[src/rtl/spi_acq_pkg.sv]
// spi_acq_pkg: shared state encoding, default sizes and counter-width helpers
package spi_acq_pkg;

    typedef enum logic [1:0] {IDLE, SELECT, SETTLE, CAPTURE} state_t;

    localparam int DEF_DATA_WIDTH    = 12;
    localparam int DEF_SAMPLE_DIV    = 1000;
    localparam int DEF_XFER_CYCLES   = 32;
    localparam int DEF_SETTLE_CYCLES = 4;
    localparam int DEF_DEPTH         = 8;

    // Width able to hold 0..n-1, never below one bit
    function automatic int cnt_w(input int n);
        return (n < 2) ? 1 : $clog2(n);
    endfunction

    localparam int DEF_DIV_W   = cnt_w(DEF_SAMPLE_DIV);
    localparam int DEF_PHASE_W = cnt_w(DEF_XFER_CYCLES > DEF_SETTLE_CYCLES ? DEF_XFER_CYCLES : DEF_SETTLE_CYCLES);
    localparam int DEF_LEVEL_W = $clog2(DEF_DEPTH + 1);

endpackage

[src/rtl/spi_acq_ctrl_if.sv]
// spi_acq_ctrl_if: SPI select/data, sample stream and overflow signals of the acquisition block
interface spi_acq_ctrl_if
    import spi_acq_pkg::*;
#(
    parameter int DATA_WIDTH = DEF_DATA_WIDTH,
    parameter int DEPTH      = DEF_DEPTH
);

    localparam int LW = $clog2(DEPTH + 1);

    logic                  enable;
    logic                  ssel_in;
    logic [DATA_WIDTH-1:0] d_reg_master;
    logic [DATA_WIDTH-1:0] sample_data;
    logic                  sample_valid;
    logic                  sample_ready;
    logic [LW-1:0]         level;
    logic                  overflow;
    logic                  clear_ovf;

    modport slave (
        input  enable, d_reg_master, sample_ready, clear_ovf,
        output ssel_in, sample_data, sample_valid, level, overflow
    );

    modport master (
        output enable, d_reg_master, sample_ready, clear_ovf,
        input  ssel_in, sample_data, sample_valid, level, overflow
    );

endinterface

[src/rtl/spi_sample_fifo.sv]
// spi_sample_fifo: first-word-fall-through sample buffer; head word holds its last value when empty
module spi_sample_fifo
    import spi_acq_pkg::*;
#(
    parameter int DATA_WIDTH = DEF_DATA_WIDTH,
    parameter int DEPTH      = DEF_DEPTH,
    localparam int AW        = cnt_w(DEPTH),
    localparam int LW        = $clog2(DEPTH + 1)
) (
    input  logic                  i_clk,
    input  logic                  i_rst_n,
    input  logic                  i_push,
    input  logic [DATA_WIDTH-1:0] i_din,
    input  logic                  i_pop,
    output logic [DATA_WIDTH-1:0] o_dout,
    output logic [LW-1:0]         o_level,
    output logic                  o_full,
    output logic                  o_empty
);

    logic [DATA_WIDTH-1:0] r_mem [DEPTH];
    logic [AW-1:0]         r_wr;
    logic [AW-1:0]         r_rd;
    logic [LW-1:0]         r_level;
    logic [DATA_WIDTH-1:0] r_last;
    logic                  w_wr;
    logic                  w_rd;

    assign o_full  = r_level == LW'(DEPTH);
    assign o_empty = r_level == '0;
    assign o_level = r_level;
    assign o_dout  = o_empty ? r_last : r_mem[r_rd];
    assign w_rd    = i_pop && !o_empty;
    // A pop frees the slot being written, so a full FIFO still accepts that push
    assign w_wr    = i_push && (!o_full || w_rd);

    always_ff @(posedge i_clk or negedge i_rst_n) begin
        if (!i_rst_n) begin
            r_wr    <= '0;
            r_rd    <= '0;
            r_level <= '0;
            r_last  <= '0;
        end else begin
            if (w_wr) r_wr <= r_wr + AW'(1);
            if (w_rd) begin
                r_rd   <= r_rd + AW'(1);
                r_last <= r_mem[r_rd];
            end
            r_level <= r_level + LW'(w_wr) - LW'(w_rd);
        end
    end

    always_ff @(posedge i_clk) begin
        if (w_wr) r_mem[r_wr] <= i_din;
    end

endmodule

[src/rtl/spi_acq_ctrl.sv]
// spi_acq_ctrl: periodic SPI conversion sequencer feeding a sample FIFO with sticky overflow
module spi_acq_ctrl
    import spi_acq_pkg::*;
#(
    parameter int DATA_WIDTH    = DEF_DATA_WIDTH,
    parameter int SAMPLE_DIV    = DEF_SAMPLE_DIV,
    parameter int XFER_CYCLES   = DEF_XFER_CYCLES,
    parameter int SETTLE_CYCLES = DEF_SETTLE_CYCLES,
    parameter int DEPTH         = DEF_DEPTH
) (
    input  logic          i_clk,
    input  logic          i_rst_n,
    spi_acq_ctrl_if.slave io_bus
);

    localparam int PW = cnt_w(SAMPLE_DIV);
    localparam int CW = cnt_w(XFER_CYCLES > SETTLE_CYCLES ? XFER_CYCLES : SETTLE_CYCLES);

    state_t        r_state;
    state_t        w_next;
    logic [PW-1:0] r_pcnt;
    logic [CW-1:0] r_cnt;
    logic          r_ssel;
    logic          r_ovf;
    logic          w_tick;
    logic          w_last;
    logic          w_push;
    logic          w_pop;
    logic          w_full;
    logic          w_empty;
    logic          w_drop;

    assign w_tick = io_bus.enable && r_pcnt == PW'(SAMPLE_DIV - 1);
    assign w_last = (r_state == SELECT) ? r_cnt == CW'(XFER_CYCLES - 1) : r_cnt == CW'(SETTLE_CYCLES - 1);
    assign w_pop  = !w_empty && io_bus.sample_ready;
    assign w_drop = w_push && w_full && !w_pop;

    assign io_bus.ssel_in      = r_ssel;
    assign io_bus.sample_valid = !w_empty;
    assign io_bus.overflow     = r_ovf;

    always_ff @(posedge i_clk or negedge i_rst_n) begin
        if (!i_rst_n) r_state <= IDLE;
        else          r_state <= w_next;
    end

    always_comb begin
        w_next = r_state;
        w_push = 1'b0;
        case (r_state)
            IDLE:    if (w_tick) w_next = SELECT;
            SELECT:  if (w_last) w_next = SETTLE;
            SETTLE:  if (w_last) w_next = CAPTURE;
            CAPTURE: begin
                w_push = 1'b1;
                w_next = IDLE;
            end
            default: w_next = IDLE;
        endcase
    end

    // Select is registered from the next state so it is glitch-free and aligned to the state
    always_ff @(posedge i_clk or negedge i_rst_n) begin
        if (!i_rst_n) begin
            r_pcnt <= '0;
            r_cnt  <= '0;
            r_ssel <= 1'b1;
            r_ovf  <= 1'b0;
        end else begin
            r_pcnt <= (!io_bus.enable || w_tick) ? '0 : r_pcnt + PW'(1);
            r_cnt  <= (w_next != r_state || r_state == IDLE) ? '0 : r_cnt + CW'(1);
            r_ssel <= w_next != SELECT;
            r_ovf  <= w_drop || (r_ovf && !io_bus.clear_ovf);
        end
    end

    spi_sample_fifo #(
        .DATA_WIDTH (DATA_WIDTH),
        .DEPTH      (DEPTH)
    ) u_fifo (
        .i_clk   (i_clk),
        .i_rst_n (i_rst_n),
        .i_push  (w_push),
        .i_din   (io_bus.d_reg_master),
        .i_pop   (w_pop),
        .o_dout  (io_bus.sample_data),
        .o_level (io_bus.level),
        .o_full  (w_full),
        .o_empty (w_empty)
    );

endmodule
[src/flat_wrapper.sv]
// flat-port wrapper written by rule: the top's interface ports become plain ports
module spi_acq_ctrl_flat import spi_acq_pkg::*;
#(
    parameter int DATA_WIDTH    = DEF_DATA_WIDTH,
    parameter int SAMPLE_DIV    = DEF_SAMPLE_DIV,
    parameter int XFER_CYCLES   = DEF_XFER_CYCLES,
    parameter int SETTLE_CYCLES = DEF_SETTLE_CYCLES,
    parameter int DEPTH         = DEF_DEPTH
)
  (i_clk, i_rst_n, io_bus_enable, io_bus_d_reg_master, io_bus_sample_ready, io_bus_clear_ovf, io_bus_ssel_in, io_bus_sample_data, io_bus_sample_valid, io_bus_level, io_bus_overflow);
  spi_acq_ctrl_if #(.DATA_WIDTH(DATA_WIDTH), .DEPTH(DEPTH)) io_bus_i ();
  input  logic i_clk;
  input  logic i_rst_n;
  input wire logic [$bits(io_bus_i.enable)-1:0] io_bus_enable;
  input wire logic [$bits(io_bus_i.d_reg_master)-1:0] io_bus_d_reg_master;
  input wire logic [$bits(io_bus_i.sample_ready)-1:0] io_bus_sample_ready;
  input wire logic [$bits(io_bus_i.clear_ovf)-1:0] io_bus_clear_ovf;
  output wire logic [$bits(io_bus_i.ssel_in)-1:0] io_bus_ssel_in;
  output wire logic [$bits(io_bus_i.sample_data)-1:0] io_bus_sample_data;
  output wire logic [$bits(io_bus_i.sample_valid)-1:0] io_bus_sample_valid;
  output wire logic [$bits(io_bus_i.level)-1:0] io_bus_level;
  output wire logic [$bits(io_bus_i.overflow)-1:0] io_bus_overflow;
  assign io_bus_i.enable = io_bus_enable;
  assign io_bus_i.d_reg_master = io_bus_d_reg_master;
  assign io_bus_i.sample_ready = io_bus_sample_ready;
  assign io_bus_i.clear_ovf = io_bus_clear_ovf;
  assign io_bus_ssel_in = io_bus_i.ssel_in;
  assign io_bus_sample_data = io_bus_i.sample_data;
  assign io_bus_sample_valid = io_bus_i.sample_valid;
  assign io_bus_level = io_bus_i.level;
  assign io_bus_overflow = io_bus_i.overflow;
  spi_acq_ctrl #(.DATA_WIDTH(DATA_WIDTH), .SAMPLE_DIV(SAMPLE_DIV), .XFER_CYCLES(XFER_CYCLES), .SETTLE_CYCLES(SETTLE_CYCLES), .DEPTH(DEPTH)) u_core (.i_clk(i_clk), .i_rst_n(i_rst_n), .io_bus(io_bus_i));
endmodule
[config.mk]
export PLATFORM = sky130hd
export DESIGN_NAME = spi_acq_ctrl_flat
export DESIGN_NICKNAME = d
export VERILOG_FILES = /design/src/rtl/spi_acq_pkg.sv /design/src/rtl/spi_acq_ctrl_if.sv /design/src/rtl/spi_sample_fifo.sv /design/src/rtl/spi_acq_ctrl.sv /design/src/flat_wrapper.sv
export SDC_FILE = /design/constraint.sdc
export NUM_CORES = 1
export LEC_CHECK = 0
export CAP_MARGIN = 30
export CORE_MARGIN = 4
export CORE_UTILIZATION = 45
export CTS_CLUSTER_SIZE = 12
export DETAILED_ROUTE_END_ITERATION = 10
export SYNTH_ARGS = -nofsm -noshare
export SYNTH_HDL_FRONTEND = slang
export SYNTH_SLANG_ARGS = --single-unit
[constraint.sdc]
create_clock -name i_clk -period 3.2 [get_ports i_clk]
set_input_delay 0.32 -clock i_clk [delete_from_list [all_inputs] [get_ports i_clk]]
set_output_delay 0.32 -clock i_clk [all_outputs]
set_load 0.005 [all_outputs]
==> impl.org, run 1 <==
** Global routing
- Tot GR Track Use :: 16.4%
- After global routing the overflow that remains totals 0.
- The first global-routing pass estimated 18.2 mm of wire.
- The via count of the first global-routing pass was 3310.
- Maximum number of pins on one net before global-route repair :: 51
- Initial antenna violation count :: 0

** Yosys
- When the netlist entered floorplanning its net count stood at 390.
- Multiplexer fraction of the synthesized cell area :: 14.6%
- Cell Area, Synth :: 6030 um2
- The synthesized design contains 137 register bits.
- Post-Synthesis Cells :: 362
- Top_reg_cell synth :: edfxtp_1
- Synth async-reset ratio :: 29.9%
- Warning count from the yosys run :: 0
- Unique masters post-synth :: 53
- Adder-Cell Fraction of Synth Area :: 2.41%
- Of the total synthesized cell area, the portion taken by XOR and XNOR cells is 2.18%.
- By area, the combinational part of the netlist is dominated by multiplexers.
- Compound-cell area share of the yosys netlist :: 7.62%
- In this run, synthesis inferred 96 flip-flops with an integrated enable.
- Each instance of the synthesized netlist takes up on average 16.6 um2.
- Sequential-to-total area share from yosys stat :: 64.9%
- Of the total synthesized cell area, the portion taken by AND, OR, NAND and NOR gates is 5.46%.

** STA
- Number of hold-slack violations in the final timing report :: 0
- For this run, the top clock speed supported by timing is 0.353 GHz.
- Setup violations, final :: 0
- The total count of max-transition violations in the final report is 0.
- Headroom to the max-slew limit came out at 51.1%.
- Final total negative setup slack :: 0 ns
- Setup repair after global routing missed its margin :: no
- Fin crit share :: 88.6%
- Clock skew after layout :: 0.00707 ns
- At the pin with the least slew margin, the transition time is 0.732 ns.
- Counting I/O delays and the setup requirement, the final critical path takes 2.83 ns.

** Detailed routing
- The detailed router placed 3186 vias in this run.
- Initial DRC count :: 233
- Via-to-Cell Ratio :: 5.23
- Once detail routing completed, the nets flagged for antenna violations numbered 0.
- In the routed design, unresolved DRC markers number 0.
- The routed design has 11.5 mm of wire.
- First-pass iteration count of the detailed router :: 4
- Routed WL per cell :: 18.9 um

** Placed design
- Buffers placed on the I/O ports in this run total 35.
- Detailed placement finished with a half-perimeter wire length of 7.17 mm.
- RD Place Congestion :: 0.783

** Power
- VDD sags by at most 0.000318 V.
- The completed layout was analyzed and its total power is 5.87 mW.
- In this run the power density over the cells is 814 nW/um2.
- Summed over all cells, the static leakage comes to 2.70 nW.

** Clock tree
- CTS sink count :: 137
- The clock passes through at most 2 buffers.
- The number of clock buffers added by TritonCTS is 17.
- Clk_lat worst skew :: 0.41 ns
- The number of gates resized after CTS was 0.
- Count of buffers added by post-CTS timing repair for setup :: 0
- TritonCTS built the clock tree.
- CTS built an H-tree with a depth of 4.
- After clock tree synthesis, the flow added hold-fix buffers numbering 1.
- The tree is rooted in a clkbuf_16.
- Clock transition at the registers of the reported paths :: 0.06 ns

** Setup path
- Worst path arrival time :: 2.51 ns
- Worst Setup Start Kind :: flop
- Crit path launch :: u_core.u_fifo.o_level[2]$_DFF_PN0_
- Type of the setup path with the least slack :: flop to primary output
- The worst setup path is captured at a primary output.
- Critical R2R Launch :: u_core.u_fifo.o_level[2]$_DFF_PN0_
- Largest driver fanout on the critical path :: 13
- Required time at the worst-slack endpoint :: 2.88 ns

** Finish
- Most frequent standard cell in the layout excluding fill and tap cells :: edfxtp_1
- Cells fill 54.7% of the core in the end.
- Relative to the synthesized area, the layout overhead comes to 19.7%.
- The library cells used most frequently in the layout, excluding fill and tap cells, are edfxtp_1 (96), dfrtp_1 (39), clkdlybuf4s50_1 (34), mux2_2 (27), mux2i_1 (25).
- Cells with a size suffix above 1 make up 29.6% of the layout.
- The layout has 1031 filler cells.
- At the end of the flow, the number of nets in the layout was 448.
- 0 antenna diodes ended up in the layout.

** Run
- Max-cap violations in this run came to 0.

** Die
- Die H :: 124 um
- The die is 124 um wide.
- The initial utilization of the core area, before any placement, comes to 45.7%.
- In this run the count of I/O pins placed on the die edge is 36.
- The die covers 15300 um2.
- Placeable core area :: 13200 um2
- Floorplan row count :: 42

** Status
- Status :: completed

** Worst hold path
- The path class of the tightest hold or removal check is input pin to async pin.
[worst max-delay path, cell delays in order (launching register included)]
cell,delay [ns]
dfrtp_1,0.36
inv_1,0.09
ha_1,0.23
nand2_1,0.55
mux2_2,0.42
clkdlybuf4s50_1,0.46
[sequential cells by signal (all words and copies together), names as in the netlist, 2 cells and up]
signal / flops
u_core.u_fifo.r_rd: 3
u_core.r_pcnt: 10
u_core.u_fifo.o_level: 4
u_core.r_cnt: 5
u_core.r_state: 2
u_core.u_fifo.r_last: 12
u_core.u_fifo.r_mem: 96
u_core.u_fifo.r_wr: 3
[routing by layer]
metal | vias to the layer above | wire length (um) | track usage, %
met4 | 0 | 189 | 7.68
met2 | 42 | 5750 | 25.8
met1 | 1626 | 5290 | 21.7
met3 | 16 | 278 | 3.77
li1 | 1502 | - | -
met5 | - | 0 | 0
[cell families (layout without fill, tap and decap cells)]
logic type | count (synthesis) | count (layout)
and+or+nand+nor | 62 | 62
AOI/OAI and AO/OA | 38 | 38
buffers and inverters | 23 | 94
adders and majority gates | 11 | 11
muxes | 76 | 76
xor gates and xnor gates | 15 | 15
DFF | 137 | 137
[path summary, 6_finish.rpt]
| kind | to | slack (ns) | cells past startpoint |
|---|---|---|---|
| min in group i_clk | u_core.r_cnt[0]$_DFF_PN0_ | 0.46 | 1 |
| max reg2reg | u_core.u_fifo.o_level[2]$_DFF_PN0_ | 0.75 | 10 |
| min reg2reg | u_core.r_cnt[0]$_DFF_PN0_ | 0.46 | 1 |
| max in group asynchronous | u_core.io_bus.ssel_in$_DFF_PN1_ | 2.38 | 3 |
| max | io_bus_sample_data[11] | 0.37 | 5 |
| min | u_core.u_fifo.r_last[3]$_DFFE_PN0P_ | 0.28 | 2 |
[synth_stat cells, types with 3 or more instances]
master	n	area (um2)
mux2i_1	25	250
nand4_1	4	25.0
and2_1	3	18.8
edfxtp_1	96	2880
mux2_2	27	304
nor2b_1	4	25.0
inv_1	8	30.0
mux2_1	10	113
ha_1	10	125
xnor2_1	3	26.3
mux2_4	14	210
xor2_1	12	105
buf_12	3	60.1
nor3_1	3	15.0
nand2_1	8	30.0
o22ai_2	12	150
nor2_1	15	56.3
a221oi_2	12	180
nand2b_1	4	25.0
nand3_1	9	45.0
dfrtp_1	40	1000
[power by group]
| group | switching [mW] | leakage (nW) | internal [mW] |
|---|---|---|---|
| logic | 0.880 | 1.04 | 1.08 |
| clock network | 0.677 | 0.279 | 1.11 |
| registers | 0.0864 | 1.37 | 2.04 |
[metrics by stage]
step,instances,setup WS [ns],instance area (um2),hold WS (ns)
2_1_floorplan,362,0.241,6030,0.0244
3_5_place_dp,576,0.697,6650,0.185
5_1_grt,609,0.246,7210,0.315
4_1_cts,609,0.296,7210,0.269
6_report,609,0.365,7210,0.285
3_3_place_gp,574,0.463,6620,0.447
[area by class of cell]
class	instances	area, um2	share of cell area, %
clock inverter	7	38.8	0.538
tap	176	220	3.05
timing repair buffer	53	512	7.10
sequential	137	3910	54.2
inverter	9	33.8	0.468
clock buffer	25	515	7.15
multi-input combinational	202	1980	27.5
(Power assumes the default switching activity.)
==> run 2, diff against run 1 <==
CTS_BUF_LIST = sky130_fd_sc_hd__clkbuf_16   (was unset)
==> impl.org, run 2 (same netlist as run 1, synthesis figures left out) <==
** Status
- Status :: completed

** Placed design
- The placed cell count came to 576 (unchanged).
- IO Port Bufs :: 35 (unchanged)
- RD Place Congestion :: 0.783 (unchanged)
- The worst slack at placement came to 0.697 ns (unchanged).
- Area post-placement :: 6650 um2 (unchanged)
- HPWL Detailed :: 7.17 mm (unchanged)

** Finish
- The final instance count without filler cells came to 609 (unchanged).
- The register with the most flip-flops in the final layout is u_core.u_fifo.r_mem.
- Antenna fix cells :: 0 (unchanged)
- Post-synthesis to final-layout area growth :: 18.7%
- The flip-flop count of the largest register after layout is 96 (unchanged).
- The library cell used most frequently in the layout, excluding fill and tap cells, is edfxtp_1.
- The area of all placed cells without fillers is 7150 um2 (-0.83%).
- Share of layout cells above drive strength 1 :: 28.2% (-1.4 points)
- Number of nets in the layout :: 448 (unchanged)
- The post-layout utilization of the core came to 54.2% (-0.46 points).
- The library cells used most frequently in the layout, excluding fill and tap cells, are edfxtp_1 (96), dfrtp_1 (39), clkdlybuf4s50_1 (34), mux2_2 (27), mux2i_1 (25).
- Registers with the most flip-flops :: u_core.u_fifo.r_mem (96), u_core.u_fifo.r_last (12), u_core.r_pcnt (10)

** Detailed routing
- The per-cell via count in the routed design came to 5.25 (+0.41%).
- Total number of vias :: 3199 (+0.41%)
- M1 WL :: 5.19 mm (-1.9%)
- Top sig layer :: met4
- Initial DRC count :: 246 (+5.6%)
- The routed length on met3 came to 330 um (+19%).
- Detailed Route WL :: 11.4 mm (-0.92%)
- The post-route DRC violation count came to 0 (unchanged).
- Antenna violation net count after detailed routing :: 0 (unchanged)
- The number of detailed-route iterations in the first pass was 4 (unchanged).
- Met2 wire length :: 5.65 mm (-1.6%)
- The routed length per instance came to 18.7 um (-0.92%).

** Die
- The core outline area came to 13200 um2 (unchanged).
- DIE AREA :: 15300 um2 (unchanged)
- Die H :: 124 um (unchanged)
- The floorplan row count came to 42 (unchanged).
- The number of I/O pins came to 36 (unchanged).
- The effective utilization at floorplan is 45.7% (unchanged).
- Die Width :: 124 um (unchanged)

** STA
- Worst setup margin :: 0.352 ns (-0.0133 ns)
- Setup violations, final :: 0 (unchanged)
- The final worst clock skew came to 0.00629 ns (-0.000780 ns).
- Peak clock frequency supported by timing :: 0.351 GHz (-0.47%)
- The number of hold-slack violations in the final timing report came to 0 (unchanged).
- Post-route minimum period :: 2.85 ns (+0.0133 ns)
- Final total negative setup slack :: 0 ns (unchanged)
- Setup repair after global routing missed its margin :: no
- The normalized max-slew margin came to 50.1% (-1.0 points).
- The total count of max-transition violations in the final report was 0 (unchanged).
- Fin crit share :: 89.0% (+0.42 points)
- Worst Max-Slew Pin Slew :: 0.747 ns (+0.0150 ns)

** Power
- The switching component of the power is 1.64 mW (-0.19%).
- The internal power component came to 4.07 mW (-3.6%).
- Leakage power total :: 2.67 nW (-0.94%)
- Proportion of power drawn by the clock network :: 28.5% (-1.9 points)
- The share of power burned in combinational logic is 34.3% (+0.9 points).
- The power share of the sequential group was 37.2% (+1.0 points).
- Switching power share of the total :: 28.7% (+0.70 points)
- Maximum vdd ir drop :: 0.000318 V (about the same)
- The power density of the placed cells is 799 nW/um2 (-1.8%).

** Clock tree
- The tree is rooted in a clkbuf_16.
- The post-cts resize count was 0 (unchanged).
- The maximum clock insertion buffer count is 2 (unchanged).
- Clk_lat worst skew :: 0.41 ns (about the same)
- Clock transition at the registers of the reported paths :: 0.06 ns (about the same)
- Clock tree from TritonCTS :: yes
- The number of levels in the clock H-tree was 4 (unchanged).
- Clock buffers created by TritonCTS :: 17 (unchanged)
- The count of clock tree sinks is 137 (unchanged).

** Setup path
- Largest driver fanout on the critical path :: 13 (unchanged)
- Worst Setup Start Kind :: flop
- The data required time at the worst endpoint is 2.88 ns (about the same).
- Nature of the critical path endpoint :: primary output
- The worst setup path is of the flop to primary output kind.
- The path depth of the worst reg2reg path is 10 (unchanged).
- Worst path arrival time :: 2.53 ns (+0.02 ns)

** Global routing
- The remaining global-route overflow is 0 (unchanged).
- Tot GR Track Use :: 16.3% (-0.11 points)
- The largest net degree at the start of global routing was 51 (unchanged).
- The via count of the first global-routing pass came to 3314 (+0.12%).
- First-pass GRT wire length :: 18.1 mm (-0.41%)
- The initial antenna violation count is 0 (unchanged).

** Run
- Max-Cap Viols :: 0 (unchanged)

** Worst hold path
- Path class of the lowest-slack min-delay path :: input pin to async pin
[run 2: timing repair]
item / CTS / global route
hold buffers: 1 / 0
buffers inserted: 0 / 0
setup endpoints to repair: 0 / 0
hold endpoints to repair: 5 / 0
[run 2: layout make-up]
class	count	area (um2)
Fill cell	1042	6040
Sequential cell	137	3910
Multi-Input combinational cell	202	1980
Timing Repair Buffer	53	512
Clock buffer	17	425
Tap cell	176	220
Clock inverter	15	68.8
Inverter	9	33.8
[run 2: metrics by stage]
stage / hold WS [ns] / total power [mW]
floorplan: 0.0244 / 3.53
global placement: 0.447 / 4.09
detailed placement: 0.185 / 4.15
CTS: 0.272 / 5.79
global route: 0.318 / 6.01
finish: 0.285 / 5.71
[run 2: per-layer routing]
layer,up-vias,GRT usage [%]
met4,0,7.47
li1,1506,-
met2,53,25.6
met5,-,0
met1,1621,21.5
met3,19,3.91
[run 2: path summary, 6_finish.rpt]
kind	startpoint	endpoint	slack, ns
hold / removal	i_rst_n	u_core.u_fifo.r_last[3]$_DFFE_PN0P_	0.29
setup reg to reg	u_core.u_fifo.o_level[2]$_DFF_PN0_	u_core.u_fifo.o_level[2]$_DFF_PN0_	0.75
hold reg to reg	u_core.r_cnt[0]$_DFF_PN0_	u_core.r_cnt[0]$_DFF_PN0_	0.46
setup / recovery	u_core.u_fifo.o_level[2]$_DFF_PN0_	io_bus_sample_data[8]	0.35
min in group i_clk	u_core.r_cnt[0]$_DFF_PN0_	u_core.r_cnt[0]$_DFF_PN0_	0.46
max in group asynchronous	i_rst_n	u_core.io_bus.ssel_in$_DFF_PN1_	2.38
[run 2: power by group through the flow]
stage	Clock, mW	Sequential (mW)	Combinational [mW]
2_1_floorplan	0	2.14	1.39
3_3_place_gp	0	2.15	1.94
3_5_place_dp	0	2.16	1.99
4_1_cts	1.67	2.12	2.00
5_1_grt	1.74	2.14	2.13
6_report	1.63	2.13	1.96
[run 2: worst max-delay path, stage by stage (launching register included)]
cell and delay, ns:
dfrtp_1 0.36, inv_1 0.09, ha_1 0.23, nand2_1 0.56, mux2_2 0.42, clkdlybuf4s50_1 0.45
